### config.mk
export PLATFORM = sky130hd
export DESIGN_NAME = vip_frame_ctrl_flat
export DESIGN_NICKNAME = d
export VERILOG_FILES = /design/src/rtl/vip_frame_ctrl_pkg.sv /design/src/rtl/vip_frame_ctrl_if.sv /design/src/rtl/vip_frame_ctrl_sync_edge.sv /design/src/rtl/vip_frame_ctrl.sv /design/src/flat_wrapper.sv
export SDC_FILE = /design/constraint.sdc
export NUM_CORES = 1
export LEC_CHECK = 0
export CORE_MARGIN = 2
export CORE_UTILIZATION = 49
export CTS_BUF_LIST = sky130_fd_sc_hd__clkbuf_4
export CTS_CLUSTER_DIAMETER = 200
export CTS_CLUSTER_SIZE = 25
export DETAILED_ROUTE_END_ITERATION = 10
export PLACE_DENSITY = 0.84
export REMOVE_ABC_BUFFERS = 1
export SYNTH_ARGS = -nofsm -noshare
export SYNTH_HDL_FRONTEND = slang
export SYNTH_SLANG_ARGS = --single-unit
### constraint.sdc
create_clock -name pclk -period 1.9 [get_ports pclk]
set_input_delay 0.57 -clock pclk [delete_from_list [all_inputs] [get_ports pclk]]
set_output_delay 0.57 -clock pclk [all_outputs]
set_load 0.03 [all_outputs]
### src/rtl/vip_frame_ctrl_pkg.sv
// Shared definitions for the vip_frame_ctrl block: configuration map,
// control bit positions, FSM state encoding and reset defaults.
package vip_frame_ctrl_pkg;

    // Configuration register addresses
    localparam logic [1:0] CFG_EN    = 2'd0;
    localparam logic [1:0] CFG_SCALE = 2'd1;
    localparam logic [1:0] CFG_CTRL  = 2'd2;

    // Bit positions inside a CFG_CTRL write
    localparam int CTRL_COMMIT = 0;
    localparam int CTRL_SRST   = 1;
    localparam int CTRL_CLRERR = 2;

    // Pixel and line counters saturate at the top of this width
    localparam int CNT_W = 12;

    // IDLE is never a resting state: reset always walks through ST_RESET
    typedef enum logic [1:0] {
        ST_RESET   = 2'd0,
        ST_WAIT_VS = 2'd1,
        ST_FRAME   = 2'd2
    } state_e;

    // Field order matches bits [3:0] of a CFG_EN write
    typedef struct packed {
        logic dscale_en;
        logic yuv2rgb_en;
        logic sobel_en;
        logic hist_equ_en;
    } en_t;

    localparam en_t EN_RST = '{dscale_en: 1'b1, yuv2rgb_en: 1'b1,
                               sobel_en: 1'b0, hist_equ_en: 1'b0};
    localparam logic [3:0] SCALE_RST = 4'd1;

endpackage

### src/rtl/vip_frame_ctrl_if.sv
// Configuration bus and incoming video sync signals of vip_frame_ctrl.
interface vip_frame_ctrl_if;
    logic        cfg_wr;
    logic [1:0]  cfg_addr;
    logic [31:0] cfg_wdata;
    logic        in_href;
    logic        in_vsync;

    modport master (output cfg_wr, cfg_addr, cfg_wdata, in_href, in_vsync);
    modport slave  (input  cfg_wr, cfg_addr, cfg_wdata, in_href, in_vsync);
endinterface

### src/rtl/vip_frame_ctrl_sync_edge.sv
// Registered edge detector: the level is registered once and the rise/fall
// pulses are registered alongside it, so all three are cycle-aligned and
// appear one cycle after the change on the input.
module vip_sync_edge (
    input  logic pclk,
    input  logic rst_n,
    input  logic sig_i,
    output logic lvl_o,
    output logic rise_o,
    output logic fall_o
);

    logic sig_q;
    logic rise_q;
    logic fall_q;

    // Sample the input and flag transitions relative to the previous sample
    always_ff @(posedge pclk) begin
        if (!rst_n) begin
            sig_q  <= 1'b0;
            rise_q <= 1'b0;
            fall_q <= 1'b0;
        end else begin
            sig_q  <= sig_i;
            rise_q <= sig_i & ~sig_q;
            fall_q <= ~sig_i & sig_q;
        end
    end

    assign lvl_o  = sig_q;
    assign rise_o = rise_q;
    assign fall_o = fall_q;

endmodule

### src/rtl/vip_frame_ctrl.sv
// Frame-synchronous controller for the vip_top chain: double-buffered
// pipeline settings applied on frame boundaries, soft-reset sequencing,
// frame lock, geometry checking and interrupt pulses.
module vip_frame_ctrl
    import vip_frame_ctrl_pkg::*;
#(
    parameter int WIDTH      = 1280,
    parameter int HEIGHT     = 960,
    parameter int RST_CYCLES = 16,
    parameter int FCNT_BITS  = 16
) (
    input  logic                 pclk,
    input  logic                 rst_n,
    vip_frame_ctrl_if.slave      bus,
    output logic                 pipe_rst_n,
    output logic                 hist_equ_en,
    output logic                 sobel_en,
    output logic                 yuv2rgb_en,
    output logic                 dscale_en,
    output logic [3:0]           dscale_scale,
    output logic                 frame_start,
    output logic                 frame_done,
    output logic                 cfg_applied,
    output logic [FCNT_BITS-1:0] frame_cnt,
    output logic                 err_line_len,
    output logic                 err_frame_h,
    output logic                 locked
);

    localparam int               RC_W     = $clog2(RST_CYCLES + 1);
    localparam logic [RC_W-1:0]  RC_LOAD  = RC_W'(RST_CYCLES);
    localparam logic [CNT_W-1:0] WIDTH_C  = CNT_W'(WIDTH);
    localparam logic [CNT_W-1:0] HEIGHT_C = CNT_W'(HEIGHT);
    localparam logic [CNT_W-1:0] CNT_MAX  = '1;

    function automatic logic [CNT_W-1:0] sat_inc(input logic [CNT_W-1:0] v);
        return (v == CNT_MAX) ? v : v + CNT_W'(1);
    endfunction

    // Edge detection on the incoming syncs
    logic href_lvl, href_fall, vs_rise;
    logic unused_href_rise, unused_vs_lvl, unused_vs_fall;
    logic unused_wdata;

    vip_sync_edge u_href_edge (
        .pclk   (pclk),
        .rst_n  (rst_n),
        .sig_i  (bus.in_href),
        .lvl_o  (href_lvl),
        .rise_o (unused_href_rise),
        .fall_o (href_fall)
    );

    vip_sync_edge u_vsync_edge (
        .pclk   (pclk),
        .rst_n  (rst_n),
        .sig_i  (bus.in_vsync),
        .lvl_o  (unused_vs_lvl),
        .rise_o (vs_rise),
        .fall_o (unused_vs_fall)
    );

    assign unused_wdata = ^bus.cfg_wdata[31:4];

    // State
    state_e               state_q;
    logic [RC_W-1:0]      rst_cnt_q;
    logic                 pipe_rst_q;
    logic                 locked_q;
    logic [CNT_W-1:0]     pix_cnt_q;
    logic [CNT_W-1:0]     line_cnt_q;
    logic                 frame_start_q;
    logic                 frame_done_q;
    logic [FCNT_BITS-1:0] frame_cnt_q;

    en_t                  shadow_en_q, live_en_q;
    logic [3:0]           shadow_scale_q, live_scale_q;
    logic                 commit_pend_q, commit_pend_d;
    logic                 applied_q;
    logic                 err_line_q, err_line_d;
    logic                 err_frame_q, err_frame_d;

    // Decoded events for this cycle
    logic             ctrl_wr, soft_rst, commit_wr, clr_err;
    logic             frame_bnd, frame_close, line_end;
    logic             line_bad, frame_bad, cfg_apply;
    logic [CNT_W-1:0] lines_eff;

    // Decode control writes and the boundary/line events seen by the FSM
    always_comb begin
        ctrl_wr     = bus.cfg_wr && (bus.cfg_addr == CFG_CTRL);
        soft_rst    = ctrl_wr && bus.cfg_wdata[CTRL_SRST];
        commit_wr   = ctrl_wr && bus.cfg_wdata[CTRL_COMMIT];
        clr_err     = ctrl_wr && bus.cfg_wdata[CTRL_CLRERR];
        frame_bnd   = vs_rise && !soft_rst &&
                      ((state_q == ST_WAIT_VS) || (state_q == ST_FRAME));
        frame_close = frame_bnd && (state_q == ST_FRAME);
        line_end    = href_fall && !soft_rst && (state_q == ST_FRAME);
        line_bad    = line_end && (pix_cnt_q != WIDTH_C);
        // A line ending on the boundary cycle still belongs to the closing frame
        lines_eff   = line_end ? sat_inc(line_cnt_q) : line_cnt_q;
        frame_bad   = frame_close && (lines_eff != HEIGHT_C);
        cfg_apply   = frame_bnd && commit_pend_q;
    end

    // Next state of the sticky flags and the pending commit
    always_comb begin
        commit_pend_d = (commit_pend_q && !cfg_apply) || commit_wr;
        err_line_d    = (err_line_q && !clr_err) || line_bad;
        err_frame_d   = (err_frame_q && !clr_err) || frame_bad;
    end

    // Frame FSM: pipeline reset sequencing, lock, geometry counters, frame pulses
    always_ff @(posedge pclk) begin
        if (!rst_n) begin
            state_q       <= ST_RESET;
            rst_cnt_q     <= RC_LOAD;
            pipe_rst_q    <= 1'b0;
            locked_q      <= 1'b0;
            pix_cnt_q     <= '0;
            line_cnt_q    <= '0;
            frame_start_q <= 1'b0;
            frame_done_q  <= 1'b0;
            frame_cnt_q   <= '0;
        end else begin
            frame_start_q <= frame_bnd;
            frame_done_q  <= frame_close;
            if (frame_close) begin
                frame_cnt_q <= frame_cnt_q + FCNT_BITS'(1);
            end
            if (soft_rst) begin
                state_q    <= ST_RESET;
                rst_cnt_q  <= RC_LOAD;
                pipe_rst_q <= 1'b0;
                locked_q   <= 1'b0;
                pix_cnt_q  <= '0;
                line_cnt_q <= '0;
            end else begin
                unique case (state_q)
                    ST_RESET: begin
                        if (rst_cnt_q <= RC_W'(1)) begin
                            pipe_rst_q <= 1'b1;
                            state_q    <= ST_WAIT_VS;
                        end else begin
                            rst_cnt_q <= rst_cnt_q - RC_W'(1);
                        end
                    end
                    ST_WAIT_VS: begin
                        if (vs_rise) begin
                            state_q    <= ST_FRAME;
                            locked_q   <= 1'b1;
                            pix_cnt_q  <= '0;
                            line_cnt_q <= '0;
                        end
                    end
                    ST_FRAME: begin
                        if (vs_rise) begin
                            pix_cnt_q  <= '0;
                            line_cnt_q <= '0;
                        end else if (href_fall) begin
                            line_cnt_q <= sat_inc(line_cnt_q);
                            pix_cnt_q  <= '0;
                        end else if (href_lvl) begin
                            pix_cnt_q <= sat_inc(pix_cnt_q);
                        end
                    end
                    default: begin
                        state_q    <= ST_RESET;
                        rst_cnt_q  <= RC_LOAD;
                        pipe_rst_q <= 1'b0;
                        locked_q   <= 1'b0;
                    end
                endcase
            end
        end
    end

    // Shadow/live settings, pending commit and sticky error flags
    always_ff @(posedge pclk) begin
        if (!rst_n) begin
            shadow_en_q    <= EN_RST;
            shadow_scale_q <= SCALE_RST;
            live_en_q      <= EN_RST;
            live_scale_q   <= SCALE_RST;
            commit_pend_q  <= 1'b0;
            applied_q      <= 1'b0;
            err_line_q     <= 1'b0;
            err_frame_q    <= 1'b0;
        end else begin
            if (bus.cfg_wr && (bus.cfg_addr == CFG_EN)) begin
                shadow_en_q <= en_t'(bus.cfg_wdata[3:0]);
            end
            if (bus.cfg_wr && (bus.cfg_addr == CFG_SCALE)) begin
                shadow_scale_q <= bus.cfg_wdata[3:0];
            end
            if (cfg_apply) begin
                live_en_q    <= shadow_en_q;
                live_scale_q <= shadow_scale_q;
            end
            applied_q     <= cfg_apply;
            commit_pend_q <= commit_pend_d;
            err_line_q    <= err_line_d;
            err_frame_q   <= err_frame_d;
        end
    end

    assign pipe_rst_n   = pipe_rst_q;
    assign hist_equ_en  = live_en_q.hist_equ_en;
    assign sobel_en     = live_en_q.sobel_en;
    assign yuv2rgb_en   = live_en_q.yuv2rgb_en;
    assign dscale_en    = live_en_q.dscale_en;
    assign dscale_scale = live_scale_q;
    assign frame_start  = frame_start_q;
    assign frame_done   = frame_done_q;
    assign cfg_applied  = applied_q;
    assign frame_cnt    = frame_cnt_q;
    assign err_line_len = err_line_q;
    assign err_frame_h  = err_frame_q;
    assign locked       = locked_q;

endmodule

### src/flat_wrapper.sv
// flat-port wrapper written by rule: the top's interface ports become plain ports
module vip_frame_ctrl_flat import vip_frame_ctrl_pkg::*;
#(
    parameter int WIDTH      = 1280,
    parameter int HEIGHT     = 960,
    parameter int RST_CYCLES = 16,
    parameter int FCNT_BITS  = 16
)
  (pclk, rst_n, pipe_rst_n, hist_equ_en, sobel_en, yuv2rgb_en, dscale_en, dscale_scale, frame_start, frame_done, cfg_applied, frame_cnt, err_line_len, err_frame_h, locked, bus_cfg_wr, bus_cfg_addr, bus_cfg_wdata, bus_in_href, bus_in_vsync);
  vip_frame_ctrl_if bus_i ();
  input  logic pclk;
  input  logic rst_n;
  output logic pipe_rst_n;
  output logic hist_equ_en;
  output logic sobel_en;
  output logic yuv2rgb_en;
  output logic dscale_en;
  output logic [3:0] dscale_scale;
  output logic frame_start;
  output logic frame_done;
  output logic cfg_applied;
  output logic [FCNT_BITS-1:0] frame_cnt;
  output logic err_line_len;
  output logic err_frame_h;
  output logic locked;
  input wire logic [$bits(bus_i.cfg_wr)-1:0] bus_cfg_wr;
  input wire logic [$bits(bus_i.cfg_addr)-1:0] bus_cfg_addr;
  input wire logic [$bits(bus_i.cfg_wdata)-1:0] bus_cfg_wdata;
  input wire logic [$bits(bus_i.in_href)-1:0] bus_in_href;
  input wire logic [$bits(bus_i.in_vsync)-1:0] bus_in_vsync;
  assign bus_i.cfg_wr = bus_cfg_wr;
  assign bus_i.cfg_addr = bus_cfg_addr;
  assign bus_i.cfg_wdata = bus_cfg_wdata;
  assign bus_i.in_href = bus_in_href;
  assign bus_i.in_vsync = bus_in_vsync;
  vip_frame_ctrl #(.WIDTH(WIDTH), .HEIGHT(HEIGHT), .RST_CYCLES(RST_CYCLES), .FCNT_BITS(FCNT_BITS)) u_core (.pclk(pclk), .rst_n(rst_n), .bus(bus_i), .pipe_rst_n(pipe_rst_n), .hist_equ_en(hist_equ_en), .sobel_en(sobel_en), .yuv2rgb_en(yuv2rgb_en), .dscale_en(dscale_en), .dscale_scale(dscale_scale), .frame_start(frame_start), .frame_done(frame_done), .cfg_applied(cfg_applied), .frame_cnt(frame_cnt), .err_line_len(err_line_len), .err_frame_h(err_frame_h), .locked(locked));
endmodule
* After elaboration in Yosys (flattened, before gate mapping) *
Cells that the tools add are included.

word-level totals
  memories kept = 0
  memory bits (read-only) = 0
  latch bits = 0
  RAM bits = 0
  output and inout bits = 31
  logic and storage cells = 110
  register bits = 75

operators by class
  divide/modulo/power cells = 0
  order comparisons = 1
  add/subtract/negate cells = 4
  equality and inequality tests = 14
  multipliers = 0
  shifts and indexed selects = 0
  muxes and demuxes = 20
  bitwise logic cells = 8
  reductions and logical operators = 36

operator list
  cell                   count
  $mux 12                9
  $pmux 12 s2            2
  $add 12x1->12 const B  2
  $eq 12x12->1 const B   2
  $logic_and 1x1->1      17
  $add 16x1->16 const B  1
  $ne 12x10->1 const B   1
  $ne 12x11->1 const B   1
  $pmux 5 s2             1
  $ne 4x4->1 const B     2
  $not 1->1              6
  $pmux 2 s3             1
  $reduce_and 2->1       3
  $reduce_and 3->1       2
  $reduce_or 2->1        3
  $le 5x1->1 const B     1
  $mux 5                 1
  $sub 5x1->5 const B    1
  $eq 2x1->1 const B     2
  $eq 2x2->1 const B     2
  $logic_not 2->1        2
  $logic_or 1x1->1       4
  $mux 2                 2
  $ne 2x2->1 const B     2
  other kinds (8)        13

* Logic depth before layout (Yosys ltp) *
  depth after elaboration = 10
  depth in mapped cells = 8

* Hierarchy *
From an unflattened synthesis, not the netlist that was laid out.

unflattened totals
  cells, all modules = 429
  area total of the unflattened synthesis = 3832.4 µm²

modules (own cells, without submodules)
  module          cells each  area an instance (µm²)  times used
  vip_frame_ctrl  417         3662.3                  1
  vip_sync_edge   6           85.1                    2

* Worst setup path after synthesis *
Ideal clock, no wire load.

  path type = flip-flop to flip-flop
  from = reg u_core.state_q[0]
  to = reg u_core.frame_cnt_q[15], in the netlist u_core.frame_cnt[15]
  clock period less this slack = 1966 ps
  data required time = 1829 ps
  cell stages (with the launch flop) = 8
  slack = -66 ps
  data arrival time = 1896 ps
  cell sequence = dfxtp_1 inv_1 ha_1 nand2_2 nor4b_4 nand3_2 or4_1 a21oi_1

between the ends
  longest elaborated chain between the ends = 4

RTL lines
  item                                      line                                        RTL
  start: declaration                        vip_frame_ctrl.sv:66                        state_e state_q;
  start signal: assignment                  vip_frame_ctrl.sv:116                       state_q <= ST_RESET;
  start signal: assignment                  vip_frame_ctrl.sv:132                       state_q <= ST_RESET;
  start signal: assignment                  vip_frame_ctrl.sv:143                       state_q <= ST_WAIT_VS;
  $eq 2x1->1 or $eq 2x2->1 (tied branches)  vip_frame_ctrl.sv:96, vip_frame_ctrl.sv:97
  $logic_or 1x1->1                          vip_frame_ctrl.sv:96                        ((state_q == ST_WAIT_VS) || (state_q == ST_FRAME));
  $logic_and 1x1->1                         vip_frame_ctrl.sv:95                        frame_bnd = vs_rise && !soft_rst &&
  $logic_and 1x1->1 (*)                     vip_frame_ctrl.sv:97                        frame_close = frame_bnd && (state_q == ST_FRAME);
  end signal: assignment                    vip_frame_ctrl.sv:129                       frame_cnt_q <= frame_cnt_q + FCNT_BITS'(1);
  end: declaration                          vip_frame_ctrl.sv:74                        logic [FCNT_BITS-1:0] frame_cnt_q;

Mark *: on every way between the ends. The rest lies on a longest branch, timed or not.
A chain may end at the register's enable or synchronous reset.

* Worst setup path in the final report *
  from = reg u_core.frame_cnt_q[2], in the netlist u_core.frame_cnt[2]
  to = out frame_cnt[2]

RTL lines
  item              line                RTL
  end: declaration  flat_wrapper.sv:22  output logic [FCNT_BITS-1:0] frame_cnt;

No word-level cell between the ends.

==> results.tsv <==
stage	metric	value	unit
timing	final-setup-viol-count	0	
power_and_ir_drop	cellPowerDensity	713	mW/mm^2
critical_path	r2r-start	u_core.state_q[1]$_SDFFE_PP0P_	
die	die_h	90.3	um
critical_path	r2r_end	u_core.frame_cnt[15]$_SDFFE_PN0P_	
detailed_routing	drt-initial-drc-count	169	
place	placed_area	0.00447	sq mm
timing	final-hold-violation-count	0	
layout	n_antenna_cell	0	
grt	grt_usage	22.6	%
place	port_buffers	41	
critical_path	critPathTopFamily	flip-flops	
min_path	hp-class	reg -> reg	
grt	grt_pass1_vias	3392	
layout	final_cell_mix	dfxtp_1, nor2_1, buf_4	
cts	cts.clk_slew.worst_paths	0.13	ns
die	start_util	50.6	%
logic_synthesis	ys_ff_latch	75	
layout	final_area	0.00463	sq mm
grt	gr-total-overflow	0	
logic_synthesis	syn_avg_cell_area	8.56	sq um
timing	period_share	99.1	%
power_and_ir_drop	total_power	3300	uW
critical_path	crit_path_end	frame_cnt[2]	
layout	layout-drive-gt1-share	18.4	%
detailed_routing	wl_per_cell	14.7	um
critical_path	crit_path_cell_trace	dlygate4sd2_1	
timing	hold_slack	0.396	ns
place	gp_congestion	0.905	
cts	cts_tree	built	
detailed_routing	vias	3513	
cts	cts.path.max_buffers	2	
logic_synthesis	yosys.cell_types.count	59	
critical_path	crit_fanout	6	
critical_path	arrival	1.31	ns
timing	finalCriticalPeriod	1.88	ns
cts	clkSinkCount	75	
die	io_pins	70	
grt	grt_pass1_wl	15500	um
grt	grt_max_degree	31	
logic_synthesis	synthFlopType	dfxtp_1	
cts	root_buffer	clkbuf_4	
timing	final_max_slew_viol_count	0	
detailed_routing	viasPerCell	5.76	
timing	slew_headroom	73.0	%
logic_synthesis	syn_area	0.00365	sq mm
place	dp_hpwl	6290	um
timing	fmax	531	MHz
die	std_cell_rows	31	
logic_synthesis	synth_edf_count	0	
detailed_routing	dr.pass1.iters	5	
grt	antenna_found_initial	0	
cts	cts_max_level	3	
place	pre_cts_slack	-0.443	ns
die	core_region_area	0.00721	sq mm
timing	setup_ws	0.0178	ns
detailed_routing	drc	0	
layout	fin_cells	610	
detailed_routing	final_antenna_net_count	0	
timing	tightest_slew	0.400	ns
power_and_ir_drop	p_leak	0.00191	uW
timing	skew	0.0140	ns
power_and_ir_drop	ir_drop	329	uV
cts	postCtsHoldBufs	0	
outcome	status	finished clean	
layout	nets	554	
die	die_area	0.00815	sq mm
cts	clock_latency	0.44	ns
logic_synthesis	synth_cells	426	
logic_synthesis	synthArstFlopShare	0	%
detailed_routing	drt-total-wl	8970	um
place	place_inst	592	
critical_path	path_class	reg -> out	
timing	rsz0062_at_grt	true	
layout	syn2layout_area_growth	26.9	%
critical_path	worstSetupStartpointType	flip-flop	
critical_path	ff2ff_path_depth	8	
layout	final_common_cell	dfxtp_1	
logic_synthesis	ys_warn_count	0	
flow_run	drv_cap	0	
critical_path	cp_data_required_time	1.33	ns
logic_synthesis	yosysSeqAreaShare	41.2	%
die	die_w	90.3	um
critical_path	path_buf_inv	1	
critical_path	path_depth	1	
critical_path	cp_slowest_stage_delay	0.45	ns
cts	cts_buffers	9	
critical_path	cp_slowest_cell	dfxtp_1	
critical_path	worstSetupStartpoint	u_core.frame_cnt[2]$_SDFFE_PN0P_	
critical_path	regToRegSetupSlack	0.03	ns
critical_path	end_kind	output pin	
-- synthesized netlist by cell type, types with 2 or more instances --
library cell	instances	area share (%)
xor2_1	12	2.9
o31ai_1	4	0.82
or4_1	2	0.41
o41ai_1	2	0.48
clkbuf_1	17	1.7
xnor2_1	9	2.2
o21ai_0	17	2.3
a211oi_1	2	0.41
nor2_1	52	5.3
nor3_1	12	1.6
dfxtp_1	75	41
nand4b_1	3	0.72
and2_1	4	0.69
a32o_1	2	0.55
a41o_1	3	0.82
nor2b_1	4	0.69
a21oi_1	25	3.4
o21a_1	3	0.62
nand3_1	22	3.0
o22ai_1	2	0.34
a41oi_1	3	0.72
inv_1	14	1.4
a31oi_1	8	1.4
nor3b_1	2	0.41
nand4_1	12	2.1
and4_1	5	1.2
mux2i_1	19	5.2
or3_1	6	1.0
nor4b_1	3	0.72
nor4_1	5	0.86
and3_1	7	1.2
ha_1	9	3.1
buf_2	3	0.41
nand2_1	33	3.4
-- cell families (layout without fill, tap and decap cells) --
logic type | Yosys count | in the layout | share of synthesized area, %
xor+xnor | 21 | 21 | 5.04
buf+inv | 36 | 121 | 3.81
simple gates | 185 | 185 | 27.4
fa+ha+maj | 9 | 9 | 3.09
mux | 20 | 20 | 5.52
flops | 75 | 75 | 41.2
compound gates | 80 | 80 | 14.0
-- report_power, final --
| group | leakage, uW | internal (uW) | switching [uW] |
|---|---|---|---|
| clock | 0.0000635 | 286 | 627 |
| combinational | 0.00124 | 326 | 342 |
| sequential | 0.000608 | 1650 | 72.0 |
-- cell type report --
| type | instances | area [sq um] |
|---|---|---|
| timing repair buffer | 90 | 742 |
| tap | 99 | 124 |
| fill | 628 | 2590 |
| inverter | 15 | 56.3 |
| clock inverter | 7 | 58.8 |
| multi-input combinational | 315 | 2080 |
| clock buffer | 9 | 67.6 |
| sequential | 75 | 1500 |
-- how the worst min path moves through the flow --
stage / startpoint / end / slack [ns] / cells after the start
finish: u_core.u_vsync_edge.lvl_o$_SDFF_PN0_ / u_core.u_vsync_edge.rise_o$_SDFF_PN0_ / 0.40 / 1
global route: u_core.u_vsync_edge.lvl_o$_SDFF_PN0_ / u_core.u_vsync_edge.rise_o$_SDFF_PN0_ / 0.43 / 1
CTS: u_core.u_vsync_edge.lvl_o$_SDFF_PN0_ / u_core.u_vsync_edge.rise_o$_SDFF_PN0_ / 0.40 / 1
detailed placement: u_core.u_vsync_edge.lvl_o$_SDFF_PN0_ / u_core.u_vsync_edge.rise_o$_SDFF_PN0_ / 0.38 / 1
global placement: u_core.u_vsync_edge.lvl_o$_SDFF_PN0_ / u_core.u_vsync_edge.rise_o$_SDFF_PN0_ / 0.37 / 1
floorplan: u_core.u_vsync_edge.lvl_o$_SDFF_PN0_ / u_core.u_vsync_edge.rise_o$_SDFF_PN0_ / 0.37 / 1
-- per-layer routing --
metal | GRT usage, % | vias up | part of all wire, %
met5 | 0 | - | 0
met4 | 10.9 | 0 | 2.0
met3 | 4.26 | 17 | 5.2
met2 | 37.5 | 105 | 51
met1 | 28.4 | 1682 | 42
li1 | - | 1709 | -
-- state kept, by name, indices dropped and copies added, names as in the netlist, 2 cells and up --
| register | count |
|---|---|
| u_core.shadow_en_q | 4 |
| u_core.pix_cnt_q | 12 |
| u_core.dscale_scale | 4 |
| u_core.line_cnt_q | 12 |
| u_core.shadow_scale_q | 4 |
| u_core.rst_cnt_q | 5 |
| u_core.frame_cnt | 16 |
| u_core.state_q | 2 |
-- metrics by stage --
| step | TNS, ns | utilization, % |
|---|---|---|
| 2_1_floorplan | -0.748 | - |
| 3_3_place_gp | -10.27 | 61.9 |
| 3_5_place_dp | -13.46 | 61.9 |
| 4_1_cts | 0 | 63.6 |
| 5_1_grt | -0.266 | 64.2 |
| 6_report | 0 | 64.2 |
-- timing repair --
item / 4_1_cts / 5_1_grt
setup endpoints to repair: 41 / 21
resized for setup: 39 / 19
pin swaps: 3 / 4
buffers inserted: 2 / 0
endpoints found under the hold margin: 0 / 0
No activity file was read; power rests on OpenSTA's default activity.
